[config.mk]
export PLATFORM = sky130hd
export DESIGN_NAME = branch_resolve_bht
export DESIGN_NICKNAME = d
export VERILOG_FILES = /design/src/rtl/branch_resolve_bht_pkg.sv /design/src/rtl/branch_cond_eval.sv /design/src/rtl/branch_resolve_bht.sv
export SDC_FILE = /design/constraint.sdc
export NUM_CORES = 1
export LEC_CHECK = 0
export CAP_MARGIN = 20
export CORE_ASPECT_RATIO = 0.8
export CORE_MARGIN = 2
export CORE_UTILIZATION = 35
export DETAILED_ROUTE_END_ITERATION = 6
export MAX_ROUTING_LAYER = met4
export SYNTH_ARGS = -nofsm -noshare
export SYNTH_HDL_FRONTEND = slang
export SYNTH_SLANG_ARGS = --single-unit
[constraint.sdc]
create_clock -name clk -period 3.47 [get_ports clk]
set_input_delay 0.347 -clock clk [delete_from_list [all_inputs] [get_ports clk]]
set_output_delay 0.347 -clock clk [all_outputs]
set_load 0.01 [all_outputs]
[src/rtl/branch_resolve_bht_pkg.sv]
// Shared opcode/rt constants and 2-bit predictor counter encodings
// for the decode-stage branch resolver.
package branch_resolve_bht_pkg;

    localparam logic [5:0] OP_REGIMM = 6'b000001;
    localparam logic [5:0] OP_BEQ    = 6'b000100;
    localparam logic [5:0] OP_BNE    = 6'b000101;
    localparam logic [5:0] OP_BLEZ   = 6'b000110;
    localparam logic [5:0] OP_BGTZ   = 6'b000111;

    localparam logic [4:0] RT_BLTZ   = 5'b00000;
    localparam logic [4:0] RT_BGEZ   = 5'b00001;
    localparam logic [4:0] RT_BLTZAL = 5'b10000;
    localparam logic [4:0] RT_BGEZAL = 5'b10001;

    localparam logic [1:0] CTR_SNT = 2'b00;
    localparam logic [1:0] CTR_WNT = 2'b01;
    localparam logic [1:0] CTR_WT  = 2'b10;
    localparam logic [1:0] CTR_ST  = 2'b11;

    function automatic logic [1:0] ctr_next(input logic [1:0] c,
                                            input logic tk);
        logic [1:0] n;
        n = c;
        if (tk && c != CTR_ST)
            n = c + 2'd1;
        else if (!tk && c != CTR_SNT)
            n = c - 2'd1;
        return n;
    endfunction

endpackage

[src/rtl/branch_cond_eval.sv]
// Combinational branch decode and condition evaluation for
// BEQ/BNE/BLEZ/BGTZ and the REGIMM compare-with-zero group.
module branch_cond_eval
    import branch_resolve_bht_pkg::*;
#(
    parameter int DATA_W = 32
) (
    input  logic [5:0]        op_i,
    input  logic [4:0]        rt_i,
    input  logic [DATA_W-1:0] a_i,
    input  logic [DATA_W-1:0] b_i,
    output logic              is_branch_o,
    output logic              taken_o
);

    logic sign;
    logic zero;
    logic eq;
    logic rimm;

    assign sign = a_i[DATA_W-1];
    assign zero = (a_i == '0);
    assign eq   = (a_i == b_i);
    assign rimm = (op_i == OP_REGIMM);

    always_comb begin
        is_branch_o = 1'b0;
        taken_o     = 1'b0;
        unique case (1'b1)
            op_i == OP_BEQ: begin
                is_branch_o = 1'b1;
                taken_o     = eq;
            end
            op_i == OP_BNE: begin
                is_branch_o = 1'b1;
                taken_o     = ~eq;
            end
            op_i == OP_BLEZ: begin
                is_branch_o = 1'b1;
                taken_o     = sign | zero;
            end
            op_i == OP_BGTZ: begin
                is_branch_o = 1'b1;
                taken_o     = ~sign & ~zero;
            end
            rimm && (rt_i == RT_BLTZ || rt_i == RT_BLTZAL): begin
                is_branch_o = 1'b1;
                taken_o     = sign;
            end
            rimm && (rt_i == RT_BGEZ || rt_i == RT_BGEZAL): begin
                is_branch_o = 1'b1;
                taken_o     = ~sign;
            end
            default: ;
        endcase
    end

endmodule

[src/rtl/branch_resolve_bht.sv]
// Decode-stage branch resolver: E-stage outcome registers, 2-bit BHT
// serving fetch predictions, and saturating branch/mispredict counters.
module branch_resolve_bht
    import branch_resolve_bht_pkg::*;
#(
    parameter int DATA_W = 32,
    parameter int IDX_W  = 6,
    parameter int PC_W   = 32,
    parameter int CNT_W  = 16
) (
    input  logic              clk,
    input  logic              resetn,
    input  logic              stall_i,
    input  logic              flush_i,
    input  logic [PC_W-1:0]   f_pc_i,
    output logic              f_pred_taken_o,
    input  logic              d_valid_i,
    input  logic [5:0]        d_op_i,
    input  logic [4:0]        d_rt_i,
    input  logic [DATA_W-1:0] d_a_i,
    input  logic [DATA_W-1:0] d_b_i,
    input  logic [PC_W-1:0]   d_pc_i,
    input  logic              d_pred_taken_i,
    output logic              e_valid_o,
    output logic              e_taken_o,
    output logic              e_mispredict_o,
    output logic [CNT_W-1:0]  br_cnt_o,
    output logic [CNT_W-1:0]  mis_cnt_o
);

    localparam int ENTRIES = 1 << IDX_W;

    logic [1:0]       bht_q [ENTRIES];
    logic [1:0]       ctr_d;
    logic [IDX_W-1:0] f_idx;
    logic [IDX_W-1:0] d_idx;
    logic             is_branch;
    logic             taken;
    logic             cap;
    logic             mis;
    logic             e_valid_q, e_taken_q, e_mis_q;
    logic [CNT_W-1:0] br_cnt_q, mis_cnt_q;
    logic             unused_pc;

    branch_cond_eval #(.DATA_W(DATA_W)) u_cond (
        .op_i        (d_op_i),
        .rt_i        (d_rt_i),
        .a_i         (d_a_i),
        .b_i         (d_b_i),
        .is_branch_o (is_branch),
        .taken_o     (taken)
    );

    assign f_idx = f_pc_i[IDX_W+1:2];
    assign d_idx = d_pc_i[IDX_W+1:2];
    assign unused_pc = ^{f_pc_i, d_pc_i};

    assign cap   = d_valid_i & is_branch & ~stall_i & ~flush_i;
    assign mis   = taken ^ d_pred_taken_i;
    assign ctr_d = ctr_next(bht_q[d_idx], taken);

    // Fetch read sees the pre-edge entry; no write bypass.
    assign f_pred_taken_o = bht_q[f_idx][1];

    always_ff @(posedge clk or negedge resetn) begin
        if (!resetn) begin
            for (int i = 0; i < ENTRIES; i++)
                bht_q[i] <= CTR_WNT;
        end else if (cap) begin
            bht_q[d_idx] <= ctr_d;
        end
    end

    always_ff @(posedge clk or negedge resetn) begin
        if (!resetn) begin
            e_valid_q <= 1'b0;
            e_taken_q <= 1'b0;
            e_mis_q   <= 1'b0;
        end else if (flush_i) begin
            e_valid_q <= 1'b0;
        end else if (!stall_i) begin
            e_valid_q <= cap;
            if (cap) begin
                e_taken_q <= taken;
                e_mis_q   <= mis;
            end
        end
    end

    always_ff @(posedge clk or negedge resetn) begin
        if (!resetn) begin
            br_cnt_q  <= '0;
            mis_cnt_q <= '0;
        end else if (cap) begin
            if (br_cnt_q != '1)
                br_cnt_q <= br_cnt_q + 1'b1;
            if (mis && mis_cnt_q != '1)
                mis_cnt_q <= mis_cnt_q + 1'b1;
        end
    end

    assign e_valid_o      = e_valid_q;
    assign e_taken_o      = e_taken_q;
    assign e_mispredict_o = e_mis_q;
    assign br_cnt_o       = br_cnt_q;
    assign mis_cnt_o      = mis_cnt_q;

endmodule
Word-level counts from Yosys, hierarchy flattened
Index checks and enable logic that the tools add are counted.
Widths: inputs -> output; s select.
{"block": "word_totals", "input_bits": 145, "word_cells": 133, "ff_bits": 163, "output_inout_bits": 36}
{"block": "op_classes", "addsub": 4, "mux": 15, "bitwise": 13, "n_eq_ne": 13, "n_reduce_logical": 16, "n_lt_le_gt_ge": 3}
{"cell": "$bwmux 128", "n": 1}
{"cell": "$add 16x1->16 const B", "n": 2}
{"cell": "$eq 32x32->1", "n": 1}
{"cell": "$logic_not 32->1", "n": 1}
{"cell": "$ne 16x16->1 const B", "n": 2}
{"cell": "$bmux 2 s6", "n": 2}
{"cell": "$eq 6x3->1 const B", "n": 4}
{"cell": "$ge 7x7->1 const B", "n": 2}
{"cell": "$mux 2", "n": 7}
{"cell": "$not 6->7", "n": 2}
{"cell": "$demux 2 s6", "n": 1}
{"cell": "$eq 5x5->1 const B", "n": 2}
{"cell": "$lt 7x1->1 const B", "n": 1}
{"cell": "$eq 6x1->1 const B", "n": 1}
{"cell": "$logic_and 1x1->1", "n": 6}
{"cell": "$pmux 1 s6", "n": 1}
{"cell": "$reduce_or 6->1", "n": 1}
{"cell": "$eq 5x1->1 const B", "n": 1}
{"cell": "$logic_not 5->1", "n": 1}
{"cell": "$not 1->1", "n": 5}
{"cell": "$and 1x1->1", "n": 4}
{"cell": "$reduce_and 2->1", "n": 2}
{"cell": "$mux 1", "n": 3}
{"cell": "$reduce_and 3->1", "n": 1}
{"cell": "other kinds (9)", "n": 10}

Logic depth before layout (Yosys ltp)
Gate-level depths: netlist of the first run.
{"block": "logic_depth", "ltp_word": 10, "depth_mapped": 17, "mapped_depth_nobuf": 12}

By module
A second synthesis of the first run with hierarchy kept.
{"block": "unflattened", "cells_unflattened": 954, "hier_area_um2": 9382.7}
{"module": "branch_resolve_bht", "cells_each": 882, "instances": 1, "area_each_um2": 8853.5, "seq_area_each_um2": 4159.0}
{"module": "branch_cond_eval", "cells_each": 72, "instances": 1, "area_each_um2": 529.3, "seq_area_each_um2": 0.0}

Least setup slack after synthesis of the first run
OpenSTA, ideal clock, no wires.
{"block": "synth_path", "path_kind": "input -> register", "start": "in d_pc_i[4]", "end": "reg bht_q[102] (netlist bit)", "t_required_ns": 3.380, "arrival_ns": 3.196, "setup_time_ns": 0.090, "stages": 16, "setup_slack_ns": 0.184, "path_buffers": 5, "cell_sequence": "buf_6 > buf_6 > buf_6 > clkbuf_1 > mux4_2 > nand3_1 > nand4_1 > nor4b_4 > inv_1 > ha_1 > nand3_1 > mux2i_1 > a311oi_1 > xnor2_1 > clkbuf_1 > o21ai_0"}
{"block": "synth_between", "elab_chain_len": 9, "word_cells_on_any_way": 18, "cone_classes": "add/sub (2); order compare (2); eq/ne (1); mux (8); bitwise (1); reduce/logical (4)"}
{"element": "start: declaration", "line": "branch_resolve_bht.sv:22", "rtl": "input logic [PC_W-1:0] d_pc_i,"}
{"element": "$not 6->7 (not written as such) *", "line": "branch_resolve_bht.sv:60, branch_resolve_bht.sv:70"}
{"element": "parallel branches: the longest is 7 deep, another holds $sub 2x1->2"}
{"element": "$bwmux 128 *", "line": "branch_resolve_bht.sv:70", "rtl": "bht_q[d_idx] <= ctr_d;"}
{"element": "end signal: indexed assignment", "line": "branch_resolve_bht.sv:70"}
{"element": "end: declaration", "line": "branch_resolve_bht.sv:33", "rtl": "logic [1:0] bht_q [ENTRIES];"}
Every way passes the cells marked *. The select of a mux whose other input is x is not followed.
A chain may end at the register's enable or synchronous reset.

Worst setup path after layout of the first run
{"block": "layout_path", "start": "reg bht_q[1] (netlist bit)", "end": "reg bht_q[71] (netlist bit)"}
{"block": "layout_between", "elab_chain_len": 8, "word_cells_on_any_way": 12, "cone_classes": "add/sub (2); eq/ne (1); mux (6); reduce/logical (3)"}
{"element": "$bmux 2 s6 *", "line": "branch_resolve_bht.sv:60", "rtl": "assign ctr_d = ctr_next(bht_q[d_idx], taken);"}
{"element": "$mux 2 (not written as such) * (2 in series)", "line": "branch_resolve_bht.sv:60"}
{"element": "parallel branches: the longest is 3 deep, another holds $sub 2x1->2"}
{"element": "$mux 2 *", "line": "branch_resolve_bht_pkg.sv:25", "rtl": "if (tk && c != CTR_ST)"}
{"element": "$bwmux 128 *", "line": "branch_resolve_bht.sv:70"}
Marks and branches as above.

==> out/qor.csv, run 1 <==
metric;value;unit
Post-synth EDFFs;0;
Avg Synthesized Cell Area;10.1;um2
final period demand of the worst path;3.44;ns
crit path max fanout;9;
global-route wire length before repair;42500;um
Die Area;0.0274;mm2
commonest non-fill, non-tap cell in the layout;nand2_1;
synthesized cell area;0.00912;mm2
GPL Wtd Cong;0.900;
DIE HEIGHT;148;um
Net Count, Synth;1051;
Util after Layout;49.4;%
clk sinks;163;
WL per Instance;18.7;um
layout filler cell count;2358;
most frequent cells in the layout;nand2_1, clkdlybuf4s50_1, buf_4;
Pre-Repair DR Iteration Count;5;
GRT Util Overall;20.8;%
CTS buffer count;17;
Core Region;0.0254;mm2
ys flop type;dfrtp_1;
unrepaired setup endpoints after global routing;yes;
Post-synth ARST share;100;%
Yosys warnings;0;
Max clock buf depth;2;
crit-path max cell delay;0.49;ns
Clock Skew;0.0201;ns
CTS clk-pin slew, worst paths;0.07;ns
setup slack at placement;-0.254;ns
CP Launch Type;register;
HP Class;register to register;
Die X;185;um
Power Density;379;mW/mm2
ratio of cells with drive above 1 in the final layout;31.1;%
f_max;0.291;GHz
Routed Antenna Nets;0;
outcome;finished, final reports clean;
# placed instances;1443;
final std cells w/o fill;1492;
Required @ worst endpoint;3.83;ns
Netlist cell types;62;
Final Net Count;1277;
Relative slew margins;53.5;%
Final setup viols;0;
# IOs;181;
DRC;0;
Total Routed Length;27800;um
Slew Viols, Final;0;
area occupied by multi-input gates;0.00483;mm2
vias per std cell;5.20;
Initial Util;35.9;%
register area;0.00416;mm2
slew at the pin closest to its max-slew limit;0.697;ns
post-synthesis cell count;902;
Most Frequent Cell on Critical Path;buf_4;
critical path cell sequence;mux4_2 > and3_4 > a31oi_1 > nand4_1 > nor4b_4 > inv_1 > ha_4 > buf_4 > nor3_2 > mux2i_1 > o211ai_1 > a32oi_4 > buf_4 > clkbuf_16 > buf_4 > o21ai_2;
number of synthesized register bits;163;
DR vias;7760;
DPL Wire Length;19800;um
sequential area share after synthesis;45.6;%
vias in the first global route;7459;
initial antenna violation count;0;
H-tree depth;4;
clk root buf;clkbuf_16;
max-cap violations;0;
CP max stage cell;mux4_2;
crit share post-route;99.1;%
initial DRC count;526;
Worst-Skew Late Latency;0.44;ns
# diodes;0;
Final Hold Viols;0;
CTS tree;built;
largest net degree at the start of global routing;74;
Max IR drop VDD;0.360;mV
final worst setup slack;0.0320;ns
CP Capture Type;register;
Port Buffers;127;
area growth from synthesis to layout;37.8;%
CP Class;register to register;
cell family with most CP delay;simple AND/OR/NAND/NOR gates;
Critical path buffers and inverters;5;
grt total ovfl;0;
row cnt;52;
Worst Path Arrival;3.80;ns
Lkg Pwr;5.09;nW
## synth_stat cells (14+ instances only)
| cell | count | area [um2] |
|---|---|---|
| clkbuf_1 | 20 | 75.1 |
| xnor2_1 | 18 | 158 |
| nor2_1 | 14 | 52.6 |
| nor3_1 | 14 | 70.1 |
| dfrtp_1 | 99 | 2480 |
| nand3_1 | 21 | 105 |
| o21ai_1 | 40 | 200 |
| o21ai_0 | 64 | 320 |
| mux4_2 | 34 | 766 |
| a21oi_1 | 14 | 70.1 |
| buf_6 | 14 | 158 |
| o21ai_2 | 36 | 315 |
| nor4_1 | 20 | 125 |
| dfstp_2 | 64 | 1680 |
| nand2_1 | 229 | 860 |
| xor2_1 | 44 | 385 |
## area by class of cell
class | instances | share of cell area, %
Tap cell | 351 | 3.49
Multi-Input combinational cell | 683 | 38.4
Clock inverter | 14 | 1.49
Timing Repair Buffer | 252 | 19.8
Inverter | 11 | 0.328
Clock buffer | 18 | 3.41
Sequential cell | 163 | 33.1
## per-stage QoR
step | hold slack [ns] | total power, mW | TNS [ns] | instance area (um2)
after global routing | 0.479 | 4.93 | -4.25 | 12600
final | 0.464 | 4.77 | 0 | 12600
after global placement | 0.421 | 2.61 | -24.17 | 11500
after CTS | 0.464 | 4.66 | 0 | 12100
after floorplan | 0.0514 | 2.24 | 0 | 9120
after detailed placement | 0.415 | 2.61 | -25.19 | 11500
## registers in the layout (all words and copies together) (netlist names)
register	cells
br_cnt_o	16
bht_q	128
mis_cnt_o	16
e_taken_o	1
e_mispredict_o	1
e_valid_o	1
## layer usage
metal	up-vias	track usage (%)	share of wire, %
met1	3796	31.0	50
met5	-	-	0
met2	195	29.4	44
met4	0	5.76	1.6
li1	3734	-	-
met3	35	3.06	4.2
## what timing repair did
item / in CTS / in global routing
hold buffers: 1 / 0
gates resized for setup: 1 / 99
setup buffers: 0 / 8
cloned: 1 / 7
pin swaps: 0 / 30
setup endpoints to repair: 1 / 89
endpoints found under the hold margin: 43 / 0
## path summary, 6_finish.rpt
check,to,slack [ns],depth (start not counted),startpoint
setup / recovery,bht_q[71],0.03,16,bht_q[1]
hold / removal,bht_q[62],0.46,2,bht_q[62]
setup reg to reg,bht_q[71],0.03,16,bht_q[1]
hold reg to reg,bht_q[62],0.46,2,bht_q[62]
max in group asynchronous,bht_q[32],1.97,3,resetn
min in group asynchronous,bht_q[93],0.50,2,resetn
## tightest hold or removal path, cell delays in order (launching register included)
cell	delay, ns
dfstp_2	0.37
nand2_1	0.04
o21ai_1	0.05
## cell families after synthesis
| group | after synthesis | share of synthesized area [%] |
|---|---|---|
| simple gates | 347 | 17.1 |
| compound gates | 211 | 15.3 |
| flops | 163 | 45.6 |
| xor+xnor | 62 | 5.95 |
| mux | 59 | 11.6 |
| buf+inv | 56 | 3.88 |
| fa+ha+maj | 4 | 0.549 |
## power by group
group | internal (mW) | switching (mW)
registers | 1.92 | 0.0140
logic | 0.399 | 0.408
clock network | 1.16 | 0.869
Power figures use the tool's default switching activity.
==> inputs of run 2 (changes only) <==
--- a/config.mk
+++ b/config.mk
@@ -11,6 +11,7 @@
 export CORE_UTILIZATION = 35
 export DETAILED_ROUTE_END_ITERATION = 6
 export MAX_ROUTING_LAYER = met4
+export SETUP_SLACK_MARGIN = 0.15
 export SYNTH_ARGS = -nofsm -noshare
 export SYNTH_HDL_FRONTEND = slang
 export SYNTH_SLANG_ARGS = --single-unit
==> constraint.sdc (replaced) <==
create_clock -name clk -period 3.2 [get_ports clk]
set_input_delay 0.32 -clock clk [delete_from_list [all_inputs] [get_ports clk]]
set_output_delay 0.32 -clock clk [all_outputs]
set_load 0.01 [all_outputs]
==> run 2 against run 1 <==
Against the previous run:
- the run now ends with setup timing left
- die area stayed put
- routed wire length is 1.3% higher
- sequential power is 9% higher
- critical path depth is 1 lower
- largest cell class unchanged
- worst setup slack worse by 0.042 ns
==> out/qor.csv, run 2 (same netlist as run 1, synthesis figures left out) <==
metric;value;unit;change
outcome;finished with violations;;was finished, final reports clean
failing checks;setup timing;;
crit-path max cell delay;0.48;ns;was 0.49 ns
f_max;0.312;GHz;was 0.291 GHz
FF-to-FF End;bht_q[90];;was bht_q[71]
Clock Skew;0.0113;ns;was 0.0201 ns
GRT Util Overall;21.3;%;was 20.8%
Die Area;0.0274;mm2;unchanged
DIE HEIGHT;148;um;unchanged
Setup crit end;bht_q[90];;was bht_q[71]
Initial Util;35.9;%;unchanged
# diodes;0;;unchanged
Core Region;0.0254;mm2;unchanged
area growth from synthesis to layout;39.7;%;was 37.8%
initial antenna violation count;0;;unchanged
Worst-Skew Late Latency;0.43;ns;was 0.44 ns
crit share post-route;100;%;was 99.1%
H-tree depth;4;;unchanged
Power Density;395;mW/mm2;was 379 mW/mm2
reg2reg start;bht_q[1];;unchanged
Final Hold Viols;0;;unchanged
slew at the pin closest to its max-slew limit;0.622;ns;was 0.697 ns
layout filler cell count;2332;;was 2,358
global-route wire length before repair;43600;um;was 42,500 um
Routed Antenna Nets;0;;unchanged
DRC;0;;unchanged
Overall Power;5.03;mW;was 4.77 mW
ratio of cells with drive above 1 in the final layout;33.1;%;was 31.1%
Worst Path Arrival;3.57;ns;was 3.80 ns
HP Class;primary input to async pin;;was register to register
Final Net Count;1283;;was 1,277
Slew Viols, Final;0;;unchanged
largest net degree at the start of global routing;68;;was 74
vias in the first global route;7676;;was 7,459
critical path cell sequence;mux4_2 > and3_4 > a31oi_2 > nand4_1 > nor4b_4 > inv_2 > ha_4 > inv_2 > a21oi_2 > a311oi_2 > buf_4 > xnor2_4 > buf_12 > clkbuf_16 > o21ai_2;;was mux4_2 > and3_4 > a31oi_1 > nand4_1 > nor4b_4 > inv_1 > ha_4 > buf_4 > nor3_2 > mux2i_1 > o211ai_1 > a32oi_4 > buf_4 > clkbuf_16 > buf_4 > o21ai_2
# placed instances;1453;;was 1,443
# IOs;181;;unchanged
CP max stage cell;mux4_2;;unchanged
Die X;185;um;unchanged
final std cells w/o fill;1498;;was 1,492
clk root buf;clkbuf_16;;unchanged
CP Launch Type;register;;unchanged
CP Class;register to register;;unchanged
Final setup viols;12;;was 0
worst reg2reg path depth;15;;was 16
max-cap violations;0;;unchanged
CP Capture Type;register;;unchanged
CTS clk-pin slew, worst paths;0.07;ns;about the same
clk sinks;163;;unchanged
Most Frequent Cell on Critical Path;inv_2;;was buf_4
Required @ worst endpoint;3.56;ns;was 3.83 ns
commonest non-fill, non-tap cell in the layout;nand2_1;;unchanged
Biggest register;bht_q;;unchanged
R2R Setup Slk;-0.01;ns;was 0.03 ns
CP Launch Point;bht_q[1];;unchanged
grt total ovfl;0;;unchanged
vias per std cell;5.25;;was 5.20
Total Routed Length;28200;um;was 27,800 um
CTS tree;built;;unchanged
DPL Wire Length;20400;um;was 19,800 um
initial DRC count;527;;was 526
DR vias;7871;;was 7,760
Port Buffers;127;;unchanged
max reg flops;128;;unchanged
crit path max fanout;10;;was 9
unrepaired setup endpoints after global routing;yes;;unchanged
Relative slew margins;58.2;%;was 53.5%
row cnt;52;;unchanged
final period demand of the worst path;3.21;ns;was 3.44 ns
GPL Wtd Cong;0.900;;about the same
Max clock buf depth;2;;unchanged
Pre-Repair DR Iteration Count;5;;unchanged
Max IR drop VDD;0.318;mV;was 0.360 mV
final worst setup slack;-0.00954;ns;was 0.0320 ns
CTS buffer count;17;;unchanged
WL per Instance;18.8;um;was 18.7 um
Lkg Pwr;5.16;nW;was 5.09 nW
most frequent cells in the layout;nand2_1, clkdlybuf4s50_1, buf_4;;unchanged
run 2: routing by layer:
layer  vias up  global-route usage [%]  part of all wire, %
li1       3756                       -                    -
met1      3919                    30.4                   48
met2       174                    31.5                   46
met3        22                    4.24                  4.7
met4         0                    4.36                  1.1
met5         -                       -                    0
run 2: critical path, delay by kind of cell (launching register included):
| family | cells | cell delay [ns] |
|---|---|---|
| adders and majority gates | 1 | 0.20 |
| muxes | 1 | 0.48 |
| and+or+nand+nor | 3 | 0.79 |
| DFF | 1 | 0.38 |
| xor gates and xnor gates | 1 | 0.12 |
| buffers and inverters | 5 | 0.68 |
| AOI/OAI and AO/OA | 4 | 0.47 |
run 2: area by class of cell:
cell class              instances  area (um2)  share of cell area (%)
inverters                      11        41.3                   0.324
clock buffers                  18         429                    3.37
flip-flops and latches        163        4160                    32.6
multi-input cells             683        4920                    38.6
well taps                     351         439                    3.45
repair buffers                258        2610                    20.5
clock inverters                14         143                    1.12
run 2: per-stage QoR:
step / hold WS (ns) / setup TNS [ns] / setup slack (ns) / instance area, um2 / util (%)
after floorplan: 0.0244 / 0 / 0.163 / 9180 / -
after global placement: 0.326 / -43.73 / -0.382 / 11600 / 45.8
after detailed placement: 0.322 / -52.63 / -0.468 / 11600 / 45.8
after CTS: 0.428 / 0 / 0.00571 / 12400 / 48.7
after global routing: 0.449 / -15.07 / -0.163 / 12700 / 50.1
final: 0.413 / -0.0440 / -0.00954 / 12700 / 50.1
run 2: worst min-delay path by stage:
stage                     depth (start not counted)          to  slack, ns
final                                             2   bht_q[93]       0.41
after global routing                              2   bht_q[93]       0.45
after CTS                                         2   bht_q[93]       0.43
after detailed placement                          1   bht_q[93]       0.32
after global placement                            1   bht_q[93]       0.33
after floorplan                                   0  bht_q[101]       0.02
run 2: power breakdown:
group	switching, mW	total, mW	internal, mW
sequential	0.0150	2.10	2.08
clock	0.947	2.05	1.10
combinational	0.444	0.891	0.446
run 2: repair_timing:
action / 4_1_cts / 5_1_grt
cloned: 1 / 7
gates resized for setup: 72 / 51
hold buffers: 1 / 0
hold endpoints to repair: 41 / 0
setup endpoints to repair: 129 / 129
buffers inserted: 2 / 2
pin swaps: 4 / 26
==> inputs of run 3 (changes only) <==
--- a/config.mk
+++ b/config.mk
@@ -5,6 +5,7 @@
 export SDC_FILE = /design/constraint.sdc
 export NUM_CORES = 1
 export LEC_CHECK = 0
+export ABC_AREA = 1
 export CAP_MARGIN = 20
 export CORE_ASPECT_RATIO = 0.8
 export CORE_MARGIN = 2
==> run 3 against run 2 <==
Against the previous run:
- sequential cell count stayed put
- via count rose by 26%
- maximum frequency is 9.9% higher
- the run now ends clean
- synthesized cell count increased by 68%
- combinational power shrank 43%
- clock skew increased by 0.0029 ns
- critical path depth fell by 4
- synthesized area is 10% higher
- die area grew 9.8%
- design area down 0.61%
- count of clock-buffer cells in the layout increased by 5
==> out/qor.csv, run 3 <==
metric;value;unit;change
most frequent cells in the layout;nand2_1, inv_1, nor2_1;;was nand2_1, clkdlybuf4s50_1, buf_4
Final Hold Viols;0;;unchanged
Synth top cells by count;nand2_1, inv_1, nor2_1, dfrtp_1, dfstp_2;;was nand2_1, dfrtp_1, dfstp_2, o21ai_0, xor2_1
Slew Viols, Final;0;;unchanged
final period demand of the worst path;2.92;ns;was 3.21 ns
DR vias;9879;;was 7,871
WL per Instance;15.5;um;was 18.8 um
Final setup viols;0;;was 12
Required @ worst endpoint;2.88;ns;was 3.56 ns
initial DRC count;603;;was 527
max reg flops;128;;unchanged
Pre-Repair DR Iteration Count;6;;was 5
Port Buffers;127;;unchanged
ys flop type;dfrtp_1;;unchanged
Core Region;0.0283;mm2;was 0.0254 mm2
top cell type by total area after synthesis;nand2_1;;was dfrtp_1
initial antenna violation count;0;;unchanged
max-cap violations;0;;unchanged
Post-synth EDFFs;0;;unchanged
final worst setup slack;0.279;ns;was -0.00954 ns
Avg Synthesized Cell Area;6.64;um2;was 10.1 um2
unrepaired setup endpoints after global routing;no;;was yes
Routed Antenna Nets;0;;unchanged
Total Routed Length;32000;um;was 28,200 um
ratio of cells with drive above 1 in the final layout;10.6;%;was 33.1%
Worst Path Arrival;2.60;ns;was 3.57 ns
Biggest register;bht_q;;unchanged
row cnt;55;;was 52
Post-synth ARST share;100;%;unchanged
CTS clk-pin slew, worst paths;0.06;ns;was 0.07 ns
DRC;0;;unchanged
setup slack at placement;-0.170;ns;was -0.468 ns
reg2reg start;bht_q[106];;was bht_q[1]
CP Launch Type;primary input;;was register
FF-to-FF End;bht_q[23];;was bht_q[90]
# IOs;181;;unchanged
largest net degree at the start of global routing;71;;was 68
Max IR drop VDD;0.380;mV;was 0.318 mV
share of Yosys cell area claimed by the top area cell type;26.9;%;was 27.2%
H-tree depth;4;;unchanged
Initial Util;35.5;%;was 35.9%
Final Net Count;1831;;was 1,283
Util after Layout;44.8;%;was 50.1%
grt total ovfl;0;;unchanged
# diodes;0;;unchanged
Max clock buf depth;2;;unchanged
outcome;finished, final reports clean;;was finished with violations
sequential area share after synthesis;41.4;%;was 45.6%
vias per std cell;4.78;;was 5.25
worst reg2reg path depth;16;;was 15
f_max;0.342;GHz;was 0.312 GHz
CP Capture Type;output port;;was register
Power Density;368;mW/mm2;was 395 mW/mm2
post-synthesis cell count;1513;;was 902
R2R Setup Slk;0.81;ns;was -0.01 ns
crit share post-route;91.3;%;was 100%
Yosys warnings;0;;unchanged
GPL Wtd Cong;0.897;;was 0.900
DIE HEIGHT;156;um;was 148 um
GRT Util Overall;22.3;%;was 21.3%
Clock Skew;0.0142;ns;was 0.0113 ns
setup bufs post-CTS;0;;was 2
CP Class;primary input to output port;;was register to register
Relative slew margins;56.4;%;was 58.2%
Worst-Skew Late Latency;0.44;ns;was 0.43 ns
Die X;193;um;was 185 um
global-route wire length before repair;50800;um;was 43,600 um
vias in the first global route;9358;;was 7,676
most instantiated library cell after synthesis;nand2_1;;unchanged
commonest non-fill, non-tap cell in the layout;nand2_1;;unchanged
clk root buf;clkbuf_16;;unchanged
synthesized cell area;0.0100;mm2;was 0.00912 mm2
Netlist cell types;39;;was 62
DPL Wire Length;22900;um;was 20,400 um
Lkg Pwr;5.95;nW;was 5.16 nW
number of synthesized register bits;163;;unchanged
crit path max fanout;20;;was 10
area growth from synthesis to layout;26.1;%;was 39.7%
slew at the pin closest to its max-slew limit;0.654;ns;was 0.622 ns
Net Count, Synth;1662;;was 1,051
CTS buffer count;17;;unchanged
clk sinks;163;;unchanged
HP Class;primary input to async pin;;unchanged
CTS tree;built;;unchanged
Die Area;0.0301;mm2;was 0.0274 mm2
top cells by area, synth;nand2_1, dfrtp_1, dfstp_2, inv_1, nor2_1;;was dfrtp_1, dfstp_2, nand2_1, mux4_2, xor2_1
[run 3: how the worst max path moves through the flow]
stage / startpoint / endpoint
6_report: f_pc_i[2] / f_pred_taken_o
5_1_grt: f_pc_i[2] / f_pred_taken_o
4_1_cts: d_pc_i[4] / bht_q[123]
3_5_place_dp: d_pc_i[4] / bht_q[23]
3_3_place_gp: d_pc_i[4] / bht_q[75]
2_1_floorplan: d_pc_i[2] / bht_q[101]
[run 3: routing by layer]
| layer | up-vias | global-route usage (%) | part of all wire (%) |
|---|---|---|---|
| met2 | 299 | 33.5 | 44 |
| met1 | 4554 | 30.4 | 47 |
| met5 | - | - | 0 |
| met3 | 56 | 4.14 | 6.5 |
| met4 | 0 | 7.16 | 2.4 |
| li1 | 4970 | - | - |
[run 3: kinds of logic after synthesis]
family / Yosys count / share of synthesized area, %
compound gates: 110 / 6.12
buf+inv: 225 / 9.47
fa+ha+maj: 4 / 0.498
flops: 163 / 41.4
simple gates: 955 / 37.6
mux: 1 / 0.112
xor+xnor: 55 / 4.80
[run 3: power breakdown]
group          total [mW]  internal [mW]  switching [mW]
sequential           2.09           2.08          0.0161
clock                2.06           1.17           0.888
combinational       0.511          0.234           0.277
[run 3: worst max-delay path, cell delays in order]
cell and delay (ns):
clkdlybuf4s50_1 0.53, buf_4 0.29, buf_4 0.19, a21oi_1 0.07, a21oi_1 0.15, a32o_1 0.22
nand2_1 0.07, nand2_1 0.07, o211ai_1 0.08, nand2_1 0.08, clkdlybuf4s50_1 0.53
[run 3: stage by stage]
stage               hold slack (ns)  total power [mW]  TNS, ns  cell area, um2  cells
finish                        0.440              4.66        0           12700   2065
global route                  0.482              4.83        0           12700   2065
CTS                           0.467              4.70        0           12600   2065
detailed placement            0.365              2.64   -15.36           12100   2032
global placement              0.355              2.63    -9.66           12100   2032
floorplan                    0.0244              2.32        0           10000   1513
[run 3: final cells by class]
class                      count  area (um2)
clock buffer                  23         458
clock inverter                 9         110
sequential                   163        4160
multi-input combinational   1125        4940
fill                        2874       15600
tap                          370         463
inverter                     186         706
timing repair buffer         189        1830
[run 3: repair_timing]
action	CTS	global route
resized for setup	0	7
hold buffers	1	0
endpoints found under the hold margin	41	0
setup endpoints to repair	0	120
